--- src/rtl/alu_sequencer.sv ---
// -----------------------------------------------------------------------------
// alu_sequencer
//   Serial command front-end for the 8-bit ALU. Three consecutive received
//   bytes (operand A, operand B, opcode) are latched onto the ALU inputs. One
//   cycle is then allowed for the ALU to settle, and the result is handed to
//   the byte transmitter. A partial command that stalls is abandoned after
//   TIMEOUT_CYCLES idle cycles. Bytes that arrive while a result is being
//   produced or sent are dropped and flagged.
//
// Ports
//   clk          system clock, all logic on posedge
//   rst          synchronous, active-high reset
//   rx_data      received byte, valid while rx_valid=1
//   rx_valid     one-cycle strobe for a new received byte
//   tx_data      result byte, stable from tx_start until tx_done
//   tx_start     one-cycle request to transmit tx_data
//   tx_done      one-cycle strobe: transmitter finished the byte
//   alu_a/alu_b  ALU operands
//   alu_opcode   ALU opcode (low OP_LEN bits of the opcode byte)
//   alu_result   combinational ALU output
//   busy         high whenever the sequencer is not idle waiting for byte A
//   timeout_err  one-cycle pulse when a partial command is abandoned
//   rx_overrun   sticky flag: byte arrived outside a receive state
// -----------------------------------------------------------------------------
module alu_sequencer #(
  parameter int BUS_LEN        = 8,
  parameter int OP_LEN         = 6,
  parameter int TIMEOUT_CYCLES = 1000000
) (
  input  logic               clk,
  input  logic               rst,
  input  logic [BUS_LEN-1:0] rx_data,
  input  logic               rx_valid,
  output logic [BUS_LEN-1:0] tx_data,
  output logic               tx_start,
  input  logic               tx_done,
  output logic [BUS_LEN-1:0] alu_a,
  output logic [BUS_LEN-1:0] alu_b,
  output logic [OP_LEN-1:0]  alu_opcode,
  input  logic [BUS_LEN-1:0] alu_result,
  output logic               busy,
  output logic               timeout_err,
  output logic               rx_overrun
);

  // A zero TIMEOUT_CYCLES disables the timeout; keep the counter one bit wide
  // in that case so the declaration stays legal.
  localparam bit TIMEOUT_EN = (TIMEOUT_CYCLES > 0);
  localparam int CNT_W      = TIMEOUT_EN ? $clog2(TIMEOUT_CYCLES + 1) : 1;
  localparam logic [CNT_W-1:0] CNT_LAST =
    TIMEOUT_EN ? CNT_W'(TIMEOUT_CYCLES - 1) : '0;

  typedef enum logic [2:0] {
    RX_A, RX_B, RX_OP, EXEC, TX, TX_WAIT
  } state_e;

  state_e             state_q,       state_d;
  logic [BUS_LEN-1:0] alu_a_q,       alu_a_d;
  logic [BUS_LEN-1:0] alu_b_q,       alu_b_d;
  logic [OP_LEN-1:0]  alu_opcode_q,  alu_opcode_d;
  logic [BUS_LEN-1:0] tx_data_q,     tx_data_d;
  logic               tx_start_q,    tx_start_d;
  logic               busy_q,        busy_d;
  logic               timeout_err_q, timeout_err_d;
  logic               rx_overrun_q,  rx_overrun_d;
  logic [CNT_W-1:0]   cnt_q,         cnt_d;

  logic waiting_mid_cmd;

  assign waiting_mid_cmd = TIMEOUT_EN && !rx_valid &&
                           (state_q == RX_B || state_q == RX_OP);

  always_comb begin
    // NOTE: every signal written here gets a default first; a path that
    // leaves one unassigned would infer a latch.
    state_d       = state_q;
    alu_a_d       = alu_a_q;
    alu_b_d       = alu_b_q;
    alu_opcode_d  = alu_opcode_q;
    tx_data_d     = tx_data_q;
    tx_start_d    = 1'b0;
    timeout_err_d = 1'b0;
    rx_overrun_d  = rx_overrun_q;
    cnt_d         = cnt_q;

    unique case (state_q)
      RX_A: if (rx_valid) begin
        alu_a_d = rx_data;
        cnt_d   = '0;
        state_d = RX_B;
      end
      RX_B: if (rx_valid) begin
        alu_b_d = rx_data;
        cnt_d   = '0;
        state_d = RX_OP;
      end
      RX_OP: if (rx_valid) begin
        alu_opcode_d = rx_data[OP_LEN-1:0];
        cnt_d        = '0;
        state_d      = EXEC;
      end
      // The ALU inputs were updated on the previous edge; its result has
      // settled by now.
      EXEC: begin
        tx_data_d  = alu_result;
        tx_start_d = 1'b1;
        state_d    = TX;
      end
      // A transmitter that finishes during the start cycle is honoured here
      // rather than being lost.
      TX:      state_d = tx_done ? RX_A : TX_WAIT;
      TX_WAIT: if (tx_done) state_d = RX_A;
      default: state_d = RX_A;
    endcase

    // Idle-cycle watchdog for a partially received command. An rx_valid in
    // the final cycle takes the accept path above instead.
    if (waiting_mid_cmd) begin
      if (cnt_q == CNT_LAST) begin
        timeout_err_d = 1'b1;
        cnt_d         = '0;
        state_d       = RX_A;
      end else begin
        cnt_d = cnt_q + CNT_W'(1);
      end
    end

    if (rx_valid && (state_q == EXEC || state_q == TX || state_q == TX_WAIT))
      rx_overrun_d = 1'b1;

    busy_d = (state_d != RX_A);
  end

  // NOTE: sequential state uses non-blocking assignments only, so every
  // register samples its _d value from before this edge.
  always_ff @(posedge clk) begin
    if (rst) begin
      state_q       <= RX_A;
      alu_a_q       <= '0;
      alu_b_q       <= '0;
      alu_opcode_q  <= '0;
      tx_data_q     <= '0;
      tx_start_q    <= 1'b0;
      busy_q        <= 1'b0;
      timeout_err_q <= 1'b0;
      rx_overrun_q  <= 1'b0;
      cnt_q         <= '0;
    end else begin
      state_q       <= state_d;
      alu_a_q       <= alu_a_d;
      alu_b_q       <= alu_b_d;
      alu_opcode_q  <= alu_opcode_d;
      tx_data_q     <= tx_data_d;
      tx_start_q    <= tx_start_d;
      busy_q        <= busy_d;
      timeout_err_q <= timeout_err_d;
      rx_overrun_q  <= rx_overrun_d;
      cnt_q         <= cnt_d;
    end
  end

  assign alu_a       = alu_a_q;
  assign alu_b       = alu_b_q;
  assign alu_opcode  = alu_opcode_q;
  assign tx_data     = tx_data_q;
  assign tx_start    = tx_start_q;
  assign busy        = busy_q;
  assign timeout_err = timeout_err_q;
  assign rx_overrun  = rx_overrun_q;

endmodule

--- config.mk ---
export PLATFORM = sky130hd
export DESIGN_NAME = alu_sequencer
export DESIGN_NICKNAME = d
export VERILOG_FILES = /design/src/rtl/alu_sequencer.sv
export SDC_FILE = /design/constraint.sdc
export NUM_CORES = 1
export LEC_CHECK = 0
export CORE_UTILIZATION = 45
export DETAILED_ROUTE_END_ITERATION = 8
export PLACE_DENSITY_LB_ADDON = 0.3
export SLEW_MARGIN = 5
export SYNTH_ARGS = -nofsm -noshare
export SYNTH_HDL_FRONTEND = slang
export SYNTH_SLANG_ARGS = --single-unit
--- constraint.sdc ---
create_clock -name clk -period 1.6 [get_ports clk]
set_input_delay 0.24 -clock clk [delete_from_list [all_inputs] [get_ports clk]]
set_output_delay 0.24 -clock clk [all_outputs]
set_load 0.005 [all_outputs]
### After elaboration in Yosys (flattened, before gate mapping)

Cells that the tools add are included.

| storage, ports and cells | value |
|---|---|
| register bits after elaboration | 57 |
| logic and storage cells | 48 |
| output and inout bits | 34 |

| operators by class | value |
|---|---|
| muxes and demuxes | 14 |
| bitwise logic cells | 1 |
| equality and inequality tests | 6 |
| $add $sub $neg | 1 |
| reductions and logical operators | 16 |

Operators by type and width:

| operator | number |
|---|---|
| $mux 20 | 4 |
| $mux 3 | 7 |
| $add 20x1->20 const B | 1 |
| $eq 20x20->1 const B | 1 |
| $pmux 3 s6 | 1 |
| $reduce_and 2->1 | 4 |
| $eq 3x2->1 const B | 2 |
| $eq 3x3->1 const B | 2 |
| $reduce_bool 2->1 | 2 |
| $eq 3x1->1 const B | 1 |
| $logic_not 3->1 | 1 |
| $logic_or 1x1->1 | 3 |
| $reduce_bool 3->1 | 1 |
| $reduce_or 3->1 | 1 |
| $logic_and 1x1->1 | 2 |
| $mux 1 | 2 |
| $reduce_or 2->1 | 1 |
| $logic_not 1->1 | 1 |
| $not 1->1 | 1 |

### Longest topological paths before layout

Gate-level depths: netlist (run 1).

| logic depth | value |
|---|---|
| word-level depth | 5 |
| gate-level depth with buffers | 7 |
| mapped depth without buffers | 6 |

### Worst setup path before layout (run 1)

No wires, ideal clock.

| timing path | value |
|---|---|
| path type | register to register |
| start point | reg cnt_q[0] |
| end point | reg cnt_q[12] |
| setup slack | -0.034 ns |
| arrival | 1.517 ns |
| cell stages (with the launch flop) | 8 |
| buffers on the path | 1 |
| clock period less this slack | 1.634 ns |
| required time | 1.483 ns |
| cells stage by stage | dfxtp_1 -> ha_1 -> nand3_1 -> nor2_1 -> buf_6 -> nand4_1 -> xnor2_1 -> a22o_1 |

| on the way | value |
|---|---|
| cells in the longest elaborated chain, start to end | 3 |

Ends and longest elaborated chain:

| item | line | text |
|---|---|---|
| start: declaration | 66 | `logic [CNT_W-1:0] cnt_q, cnt_d;` |
| start signal: assignment | 158 | `cnt_q <= cnt_d;` |
| $add 20x1->20 / $eq 20x20->1 (equally long branches) | 124, 119 |  |
| $mux 20 * | 119 | `if (cnt_q == CNT_LAST) begin` |
| $mux 20 * | 118 | `if (waiting_mid_cmd) begin` |

Mark *: on every way between the ends. The rest lies on a longest branch, timed or not.
A chain may end at the register's enable or synchronous reset.

### Worst setup path in the final report (run 1)

| timing path | value |
|---|---|
| start point | reg cnt_q[8] |
| end point | reg cnt_q[17] |

Same word-level chain as after synthesis.

==> results.md, run 1 <==
- Status: complete, but fails checks
- Failing checks: setup timing
- Leakage dissipation: approximately 1.4 nW
- TritonRoute pass-1 iters: 4
- Initial core utilization: 0.4748
- Final wirelength: roughly 6100 um
- Worst skew pair latency: between 0.3 and 0.4 ns
- WL/cell: 13.72 um
- Critical Path RT: between 1.5 and 2 ns
- Syn_area_per_cell: ~8.8 um^2
- DRC Markers: 0
- Crit. Startpoint: cnt_q[8]$_SDFFE_PP0P_
- Switching share of power: 0.2485
- Site Rows: 26
- CTS tree: yes
- CTS Sinks: 57
- Power Dens Cells: 881.8 mW/mm^2
- First-pass GRT wire length: just over 9000 um
- Area grow syn2layout: 48.04%
- Crit path arrival time: about 1.9 ns
- Fraction of layout cells with a size suffix above 1: 0.2302
- Routed Antenna Nets: 0
- Final Critical Period: 1.615 ns
- RD Place Congestion: 0.7837
- Avg Vias per Cell: between 5 and 6
- Worst path slowest cell: dfxtp_2
- Post-route setup slack: -0.01488 ns
- Max rail drop VDD: 0.4823 mV
- CP Class: reg -> reg
- Die area: about 0.0058 mm^2
- FMAX: 619.2 MHz
- Antenna Cells: 0
- Post-synthesis cell area: approximately 0.0025 mm^2
- CP Max Fanout: 17
- Hold Path Class: reg -> reg
- Syn_nets: 300
- H-Tree Depth: 3
- Maximum root-to-sink buffer count: 2
- FF+latch count, synth: between 50 and 60
- Clock tree root driver cell: clkbuf_8
- Slew @ Worst Pin: 0.4302 ns
- Cells after Synth: 279
- DR vias: approximately 2300
- Synth warn: 0
- Final nets: about 390
- Synth cell types: 39
- Vias in the first global route: 2047
- GRT met1 Usage: 0.2762
- Die X: 75.88 um
- Grt peak-use layer: met2
- Clk pin slew, worst setup/hold paths: ~0.08 ns
- Worst reg2reg setup slack: -0.01 ns
- Place WS: -0.2665 ns
- RSZ-0062 raised after global routing: yes
- Worst Clk Skew: approximately 0.012 ns
- Sequential Power Share: 0.461
- GRT Overall Usage: 0.2124
- Final Util: 0.7030
- Fin crit share: 1.009
- Dpl hpwl: 4085 um
- CP endpoint kind: flop
- Worst path max stage delay: roughly 0.34 ns
- Max-cap viol count: 0
- I/O pins: 54
- GRT overflow: 0
- Worst R2R Start: cnt_q[8]$_SDFFE_PP0P_
- Buffers on Ports: 53
- Fin. Hold Viols: 0
- Final setup violation count: 1
- Hold_sp: alu_b[5]$_SDFFE_PP0P_
- Crit start category: flop
- Largest net degree at the start of global routing: 31
- Cell Chain, Critical Path: nor4b_4 -> and4_4 -> a211oi_4 -> buf_12 -> a21o_1 -> a22o_1
- Pins over their slew limit: 0
- CTS Buf Count: 9
- Worst path top cell family by delay: simple AND/OR/NAND/NOR gates
- WP buf/inv: 1
- Rel. slew slack: 0.7132
- Met2 Use GR: 0.3324
- Core outline area: about 0.0052 mm^2
- Internal power: ~2.4 mW
- Logic gate share of total power: 0.109
- Die Y: between 70 and 80 um
- Clock group share of total power: 0.430
- Sequential area share after synthesis: 0.4646
- DRT iter0 DRCs: 150
- NetSw: roughly 800 uW
- M3 GR Usage: 0.06481
- Initial antenna violation count: 0
-- Yosys cell counts --
master    number  share of area
and3_1         5          0.013
a211oi_4       1         0.0082
a22o_2         1         0.0041
buf_2          2         0.0041
a21o_1         1         0.0031
inv_1          2         0.0031
nor3_1         4         0.0082
clkbuf_1       8          0.012
and3_2         1         0.0031
buf_6          5          0.023
o21a_1         2         0.0061
dfxtp_1       57           0.46
nor3b_1        3         0.0092
nor2b_1        2         0.0051
ha_1           1         0.0051
mux2i_1       15          0.061
o21ai_0        7          0.014
nand3_1        7          0.014
and4_1         5          0.018
and2_1         6          0.015
a22oi_1        1         0.0031
nand2_2        1         0.0025
nor4bb_1       1         0.0041
nand2b_1       4          0.010
nor2_1        26          0.040
or3_1          2         0.0051
nor4b_1        3          0.011
xor2_1         1         0.0036
xnor2_1        5          0.018
a22o_1         5          0.018
a311oi_1       1         0.0036
nand4b_1       2         0.0071
and3b_2        1         0.0041
a31oi_1       11          0.028
buf_4          3         0.0092
a21oi_1       24          0.049
nand4_1        5          0.013
nand2_1       46          0.070
a41oi_1        2         0.0071
-- per-layer routing --
metal	up-vias	routed length, um
li1	1170	-
met1	1113	2828
met2	49	3062
met3	4	214
met4	0	39
met5	-	0
-- layout by cell type, fill, tap and decap left out, types with 3 or more instances in the layout --
cell type / n
clkdlybuf4s50_1: 53
dfxtp_1: 52
nand2_1: 46
buf_4: 45
nor2_1: 24
a21oi_1: 24
mux2i_1: 15
a31oi_1: 10
clkbuf_8: 10
nand3_1: 7
o21ai_0: 7
and2_1: 6
xnor2_1: 5
a22o_1: 5
nand4_1: 5
dfxtp_2: 5
and3_1: 4
nor3_1: 4
nand2b_1: 4
and4_1: 3
-- path summary, 6_finish.rpt --
| check | endpoint | cells past startpoint |
|---|---|---|
| setup / recovery | cnt_q[17]$_SDFFE_PP0P_ | 6 |
| hold / removal | alu_b[5]$_SDFFE_PP0P_ | 2 |
| setup reg to reg | cnt_q[17]$_SDFFE_PP0P_ | 6 |
| hold reg to reg | alu_b[5]$_SDFFE_PP0P_ | 2 |
-- power by group through the flow --
stage	logic [mW]	clock network, mW	registers (mW)
finish	0.349	1.38	1.48
detailed placement	0.343	0	1.51
CTS	0.348	1.40	1.48
floorplan	0.149	0	1.51
global placement	0.339	0	1.51
global route	0.382	1.47	1.48
-- worst reg2reg max path: stages (launching register included) --
cell and delay (ns):
dfxtp_2 0.34, nor4b_4 0.29, and4_4 0.29, a211oi_4 0.07, buf_12 0.16, a21o_1 0.15, a22o_1 0.20
-- logic make-up (layout without fill, tap and decap cells) --
family	Yosys count	in the layout	share of synthesized area
mux	15	15	0.06113
buf+inv	20	119	0.05145
fa+ha+maj	1	1	0.005093
xor+xnor	6	6	0.02140
flops	57	57	0.4646
simple gates	124	124	0.2522
compound gates	56	56	0.1442
-- metrics by stage --
step                      power (mW)  cell area, um^2  setup TNS, ns  hold slack [ns]  instances
after floorplan                1.655             2459              0           0.3760        279
after global placement         1.845             3336         -5.082           0.4417        431
after detailed placement       1.850             3336         -6.234           0.4459        431
after CTS                      3.220             3571       -0.01407           0.4555        447
after global routing           3.333             3636        -0.2933           0.4752        448
final                          3.206             3636       -0.01488           0.4530        448
-- cell type report --
cell class / count / area (um^2)
Clock buffer: 10 / 137.6
Clock inverter: 6 / 67.56
Fill cell: 401 / 1536
Inverter: 2 / 7.507
Multi-Input combinational cell: 202 / 1269
Sequential cell: 57 / 1147
Tap cell: 70 / 87.58
Timing Repair Buffer: 101 / 919.6
-- registers in the layout, indices dropped and copies added, names as in the netlist --
signal	flops
alu_a	8
alu_b	8
alu_opcode	6
busy	1
cnt_q	20
rx_overrun	1
state_q	3
timeout_err	1
tx_data	8
tx_start	1
-- what timing repair did --
item | CTS | global route
buffers inserted | 1 | 3
pin swaps | 4 | 9
hold buffers | 0 | 0
setup endpoints to repair | 21 | 23
resized for setup | 10 | 12
Power figures use the tool's default switching activity.
==> run 2, diff against run 1 <==
CORE_UTILIZATION = 56   (was 45)
DONT_BUFFER_PORTS = 1   (was default)
==> results.md, run 2 (synthesis gave the netlist of run 1 again) <==
- Status: finished clean
- Crit. Startpoint: cnt_q[12]$_SDFFE_PP0P_
- Clk pin slew, worst setup/hold paths: 0.07 ns (about the same)
- Site Rows: 23 (-12%)
- RD Place Congestion: 0.8118 (+3.6%)
- Dpl hpwl: 3700 um (-9.4%)
- Initial antenna violation count: 0 (unchanged)
- Final nets: 334 (-15%)
- Max reg flops: 20 (unchanged)
- Rel. slew slack: 0.7300 (+0.01682)
- NetSw: 732.6 uW (-8.0%)
- Worst R2R Start: cnt_q[12]$_SDFFE_PP0P_
- DRC Markers: 0 (unchanged)
- Clock tree root driver cell: clkbuf_8
- TritonRoute pass-1 iters: 6 (+2)
- Die X: 68.23 um (-10%)
- Crit path arrival time: 1.83 ns (-0.02 ns)
- Fin Hold WS: 0.02796 ns (-0.4251 ns)
- H-Tree Depth: 3 (unchanged)
- Crit start category: flop
- CTS Sinks: 57 (unchanged)
- Fin. Hold Viols: 0 (unchanged)
- Critical Path RT: 1.83 ns (about the same)
- CP endpoint kind: flop
- Area grow syn2layout: 23.23%
- Fin crit share: 0.9994 (-0.009937)
- CTS tree: yes
- Worst path slowest cell: dfxtp_2
- WP buf/inv: 1 (unchanged)
- Logic gate share of total power: 0.074 (-0.035)
- CP Class: reg -> reg
- Sequential Power Share: 0.498 (+0.037)
- Final setup violation count: 0 (-1)
- Internal power: 2.256 mW (-6.4%)
- WL/cell: 15.02 um (+9.5%)
- CP Max Fanout: 17 (unchanged)
- Switching share of power: 0.2452 (-0.003288)
- Finished layout cell area: 0.003027 mm^2 (-17%)
- GRT overflow: 0 (unchanged)
- Die area: 0.004655 mm^2 (-19%)
- Fraction of layout cells with a size suffix above 1: 0.2681 (+0.03798)
- Largest net degree at the start of global routing: 42 (+35%)
- Area post-placement: 0.002693 mm^2 (-19%)
- Power Dens Cells: 987.3 mW/mm^2 (+12%)
- DR vias: 2116 (-9.4%)
- Max rail drop VDD: 0.6294 mV (+30%)
- Max-cap viol count: 0 (unchanged)
- RSZ-0062 raised after global routing: yes
- Worst path max stage delay: 0.33 ns (about the same)
- Worst reg2reg setup slack: 0.001 ns (+0.02 ns)
- Worst Clk Skew: 0.007400 ns (-0.004231 ns)
- Cell Chain, Critical Path: nor4b_4 -> and4_4 -> a211oi_4 -> buf_12 -> a21o_1 -> a22o_1
- Final Util: 0.7355 (+0.03253)
- Cell count along the critical path: 6 (unchanged)
- Core outline area: 0.004115 mm^2 (-20%)
- Clock group share of total power: 0.428 (-0.002)
- CP Capture Point: cnt_q[17]$_SDFFE_PP0P_
- Highest-count cells in the layout ignoring fill and taps: dfxtp_1, nand2_1, buf_4
- Tot Pwr: 2.988 mW (-6.8%)
- Worst path top cell family by delay: simple AND/OR/NAND/NOR gates
- Buffers on Ports: 0 (-100%)
- Vias in the first global route: 1822 (-11%)
- Worst skew pair latency: 0.33 ns (about the same)
- Initial core utilization: 0.5968 (+0.1220)
- Leakage dissipation: 1.210 nW (-16%)
- GRT Overall Usage: 0.2430 (+0.03053)
- Commonest non-fill, non-tap cell in the layout: dfxtp_1
- Pins over their slew limit: 0 (unchanged)
- Reg-to-Reg End: cnt_q[17]$_SDFFE_PP0P_
- Hold Path Class: in -> reg
- First-pass GRT wire length: 8031 um (-12%)
- Avg Vias per Cell: 5.766 (+11%)
- Reg with most FFs: cnt_q
- Die Y: 68.23 um (-10%)
- Antenna Cells: 0 (unchanged)
- CTS Buf Count: 9 (unchanged)
- Slew @ Worst Pin: 0.4028 ns (-0.02736 ns)
- FMAX: 625.4 MHz (+0.99%)
- R2r worst-path depth: 6 (unchanged)
- DRT iter0 DRCs: 144 (-4.0%)
- Final wirelength: 5511 um (-10%)
- I/O pins: 54 (unchanged)
- Maximum root-to-sink buffer count: 2 (unchanged)
- Final Critical Period: 1.599 ns (-0.01590 ns)
- Routed Antenna Nets: 0 (unchanged)
- Setup TNS: 0 ns (+0.01488 ns)
[run 2: how the worst min path moves through the flow]
stage	from	to	slack [ns]	cells after the start
finish	rx_data[6]	alu_b[6]$_SDFFE_PP0P_	0.03	2
global route	rx_data[1]	alu_b[1]$_SDFFE_PP0P_	0.02	2
CTS	rx_data[6]	alu_b[6]$_SDFFE_PP0P_	0.02	2
floorplan	rx_data[0]	alu_a[0]$_SDFFE_PP0P_	0.38	2
global placement	rst	alu_a[0]$_SDFFE_PP0P_	0.31	1
detailed placement	rst	alu_b[1]$_SDFFE_PP0P_	0.32	1
[run 2: repair_timing]
| action | CTS | global route |
|---|---|---|
| setup buffers | 0 | 3 |
| endpoints found under the hold margin | 41 | 0 |
| pin swaps | 3 | 3 |
| cloned | 0 | 0 |
| resized for setup | 15 | 17 |
| setup endpoints to repair | 14 | 20 |
| hold buffers | 1 | 0 |
[run 2: layout make-up]
cell class	instances	area, um^2
Tap cell	50	62.56
Clock inverter	6	60.06
Multi-Input combinational cell	202	1281
Timing Repair Buffer	41	336.6
Inverter	2	7.507
Sequential cell	57	1155
Fill cell	306	1089
Clock buffer	9	123.9
[run 2: power groups by stage]
| stage | combinational (mW) | sequential, mW | clock (mW) |
|---|---|---|---|
| after global routing | 0.247 | 1.49 | 1.35 |
| after global placement | 0.185 | 1.52 | 0 |
| after floorplan | 0.149 | 1.51 | 0 |
| final | 0.222 | 1.49 | 1.28 |
| after CTS | 0.213 | 1.49 | 1.30 |
| after detailed placement | 0.192 | 1.52 | 0 |
[run 2: metal layers]
| metal | global-route usage | up-vias | share of wire |
|---|---|---|---|
| met4 | 0.1120 | 0 | 0.014 |
| met3 | 0.09167 | 7 | 0.071 |
| met1 | 0.3102 | 984 | 0.44 |
| met2 | 0.3603 | 71 | 0.47 |
| li1 | - | 1054 | - |
| met5 | 0 | - | 0 |
[run 2: through the flow]
step / cells / setup WS [ns]
after global placement: 348 / -0.06411
after global routing: 367 / -0.04755
after floorplan: 279 / 0.0002589
after detailed placement: 348 / -0.09837
final: 367 / 0.001022
after CTS: 364 / 0.008580
==> run 3, diff against run 2 <==
CORE_MARGIN = 2   (was default)
GPL_ROUTABILITY_DRIVEN = 0   (was default)
==> results.md, run 3 (synthesis gave the netlist of run 1 again) <==
- Status: finished clean
- Rel. slew slack: 0.7089 (-0.02113)
- Max-cap viol count: 0 (unchanged)
- Final Critical Period: 1.579 ns (-0.01959 ns)
- Antenna Cells: 0 (unchanged)
- Cell Chain, Critical Path: nor4b_4 -> and4_4 -> a211oi_4 -> buf_6 -> a21o_1 -> a22o_1
- Buffers on Ports: 0 (unchanged)
- Largest net degree at the start of global routing: 42 (unchanged)
- DR vias: 2200 (+4.0%)
- Fin crit share: 0.9871 (-0.01224)
- CP Class: reg -> reg
- Crit path arrival time: 1.80 ns (-0.03 ns)
- RSZ-0062 raised after global routing: yes
- Clock tree root driver cell: clkbuf_8
- Worst skew pair latency: 0.33 ns (about the same)
- TritonRoute pass-1 iters: 5 (-1)
- CP Max Fanout: 5 (-12)
- GRT Overall Usage: 0.2363 (-0.006709)
- GRT overflow: 0 (unchanged)
- H-Tree Depth: 3 (unchanged)
- Worst Clk Skew: 0.005512 ns (-0.001888 ns)
- WP buf/inv: 1 (unchanged)
- Max rail drop VDD: 0.6453 mV (+2.5%)
- Core outline area: 0.004294 mm^2 (+4.3%)
- DRC Markers: 0 (unchanged)
- Dpl hpwl: 3734 um (+0.92%)
- Final setup violation count: 0 (unchanged)
- Fraction of layout cells with a size suffix above 1: 0.2888 (+0.02061)
- Commonest non-fill, non-tap cell in the layout: dfxtp_1
- Critical Path RT: 1.83 ns (about the same)
- Area grow syn2layout: 27.36%
- CTS Buf Count: 9 (unchanged)
- Maximum root-to-sink buffer count: 2 (unchanged)
- Filler Cell Count: 307 (+0.33%)
- CP endpoint kind: flop
- Initial core utilization: 0.5720 (-0.02487)
- Initial antenna violation count: 0 (unchanged)
- FMAX: 633.2 MHz (+1.2%)
- Reg with most FFs: cnt_q
- Die area: 0.004932 mm^2 (+5.9%)
- Highest-count cells in the layout ignoring fill and taps: dfxtp_1, nand2_1, buf_4
- Pins over their slew limit: 0 (unchanged)
- Routed Antenna Nets: 0 (unchanged)
- Avg Vias per Cell: 5.774 (+0.15%)
- Crit start category: flop
- Slew @ Worst Pin: 0.4344 ns (+0.03153 ns)
- WL/cell: 15.70 um (+4.5%)
- Die Y: 70.23 um (+2.9%)
- Leakage dissipation: 1.271 nW (+5.1%)
- Power Dens Cells: 974.5 mW/mm^2 (-1.3%)
- CTS tree: yes
- Finished layout cell area: 0.003128 mm^2 (+3.3%)
- Clk pin slew, worst setup/hold paths: 0.07 ns (about the same)
- Vias in the first global route: 2127 (+17%)
- Hold Path Class: in -> reg
- I/O pins: 54 (unchanged)
- Placed cell count: 359 (+3.2%)
- First-pass GRT wire length: 9211 um (+15%)
- DRT iter0 DRCs: 145 (+0.69%)
- Fin cells: 381 (+3.8%)
- Fin. Hold Viols: 0 (unchanged)
- Worst path top cell family by delay: simple AND/OR/NAND/NOR gates
- Area post-placement: 0.002750 mm^2 (+2.1%)
- Final nets: 345 (+3.3%)
- Worst path max stage delay: 0.33 ns (about the same)
- Worst path slowest cell: dfxtp_2
- Max reg flops: 20 (unchanged)
- Die X: 70.23 um (+2.9%)
- Site Rows: 24 (+4.3%)
- Final wirelength: 5980 um (+8.5%)
- CTS Sinks: 57 (unchanged)
-- run 3: worst register-to-register path, stage by stage (launching register included) --
cell and delay [ns]:
dfxtp_2 0.33, nor4b_4 0.28, and4_4 0.28, a211oi_4 0.07, buf_6 0.14, a21o_1 0.15, a22o_1 0.21
-- run 3: cell type report --
type | instances | area, um^2 | area share
clock buffers | 11 | 141.4 | 0.04520
inverters | 2 | 7.507 | 0.002400
repair buffers | 52 | 419.2 | 0.1340
flip-flops and latches | 57 | 1160 | 0.3708
well taps | 52 | 65.06 | 0.02080
clock inverters | 5 | 55.05 | 0.01760
multi-input cells | 202 | 1280 | 0.4092
-- run 3: layer usage --
| metal | global-route usage | routed length (um) | vias to the layer above |
|---|---|---|---|
| met5 | 0 | 0 | - |
| met4 | 0.1389 | 117 | 0 |
| met3 | 0.06782 | 384 | 11 |
| met2 | 0.3543 | 2810 | 90 |
| met1 | 0.3015 | 2668 | 1029 |
| li1 | - | - | 1070 |
-- run 3: per-stage QoR --
| step | util | hold slack (ns) | TNS [ns] | power, mW | setup slack [ns] |
|---|---|---|---|---|---|
| 2_1_floorplan | - | 0.3760 | 0 | 1.655 | 0.0002589 |
| 3_3_place_gp | 0.6404 | 0.3117 | -0.1961 | 1.707 | -0.07622 |
| 3_5_place_dp | 0.6404 | 0.3141 | -0.3440 | 1.713 | -0.08928 |
| 4_1_cts | 0.6993 | 0.02429 | -0.003033 | 3.052 | -0.003033 |
| 5_1_grt | 0.7284 | 0.02947 | -0.2467 | 3.162 | -0.05824 |
| 6_report | 0.7284 | 0.03481 | 0 | 3.048 | 0.02061 |
-- run 3: final timing paths --
path                                              from                endpoint  slack [ns]  depth (start not counted)
worst max register to register  cnt_q[12]$_SDFFE_PP0P_  cnt_q[17]$_SDFFE_PP0P_        0.02                          6
worst min-delay path                        rx_data[6]   alu_b[6]$_SDFFE_PP0P_        0.03                          2
worst max-delay path            cnt_q[12]$_SDFFE_PP0P_  cnt_q[17]$_SDFFE_PP0P_        0.02                          6
worst min register to register   alu_b[5]$_SDFFE_PP0P_   alu_b[5]$_SDFFE_PP0P_        0.47                          2
-- run 3: what timing repair did --
action,4_1_cts,5_1_grt
buffers inserted,1,3
gates cloned,0,1
setup endpoints to repair,13,22
hold endpoints to repair,41,0
gates resized for setup,9,28
pin swaps,4,8
hold buffers,1,0
-- run 3: power breakdown --
group | internal, mW | switching, mW
sequential | 1.45 | 0.0324
clock | 0.755 | 0.570
combinational | 0.106 | 0.132
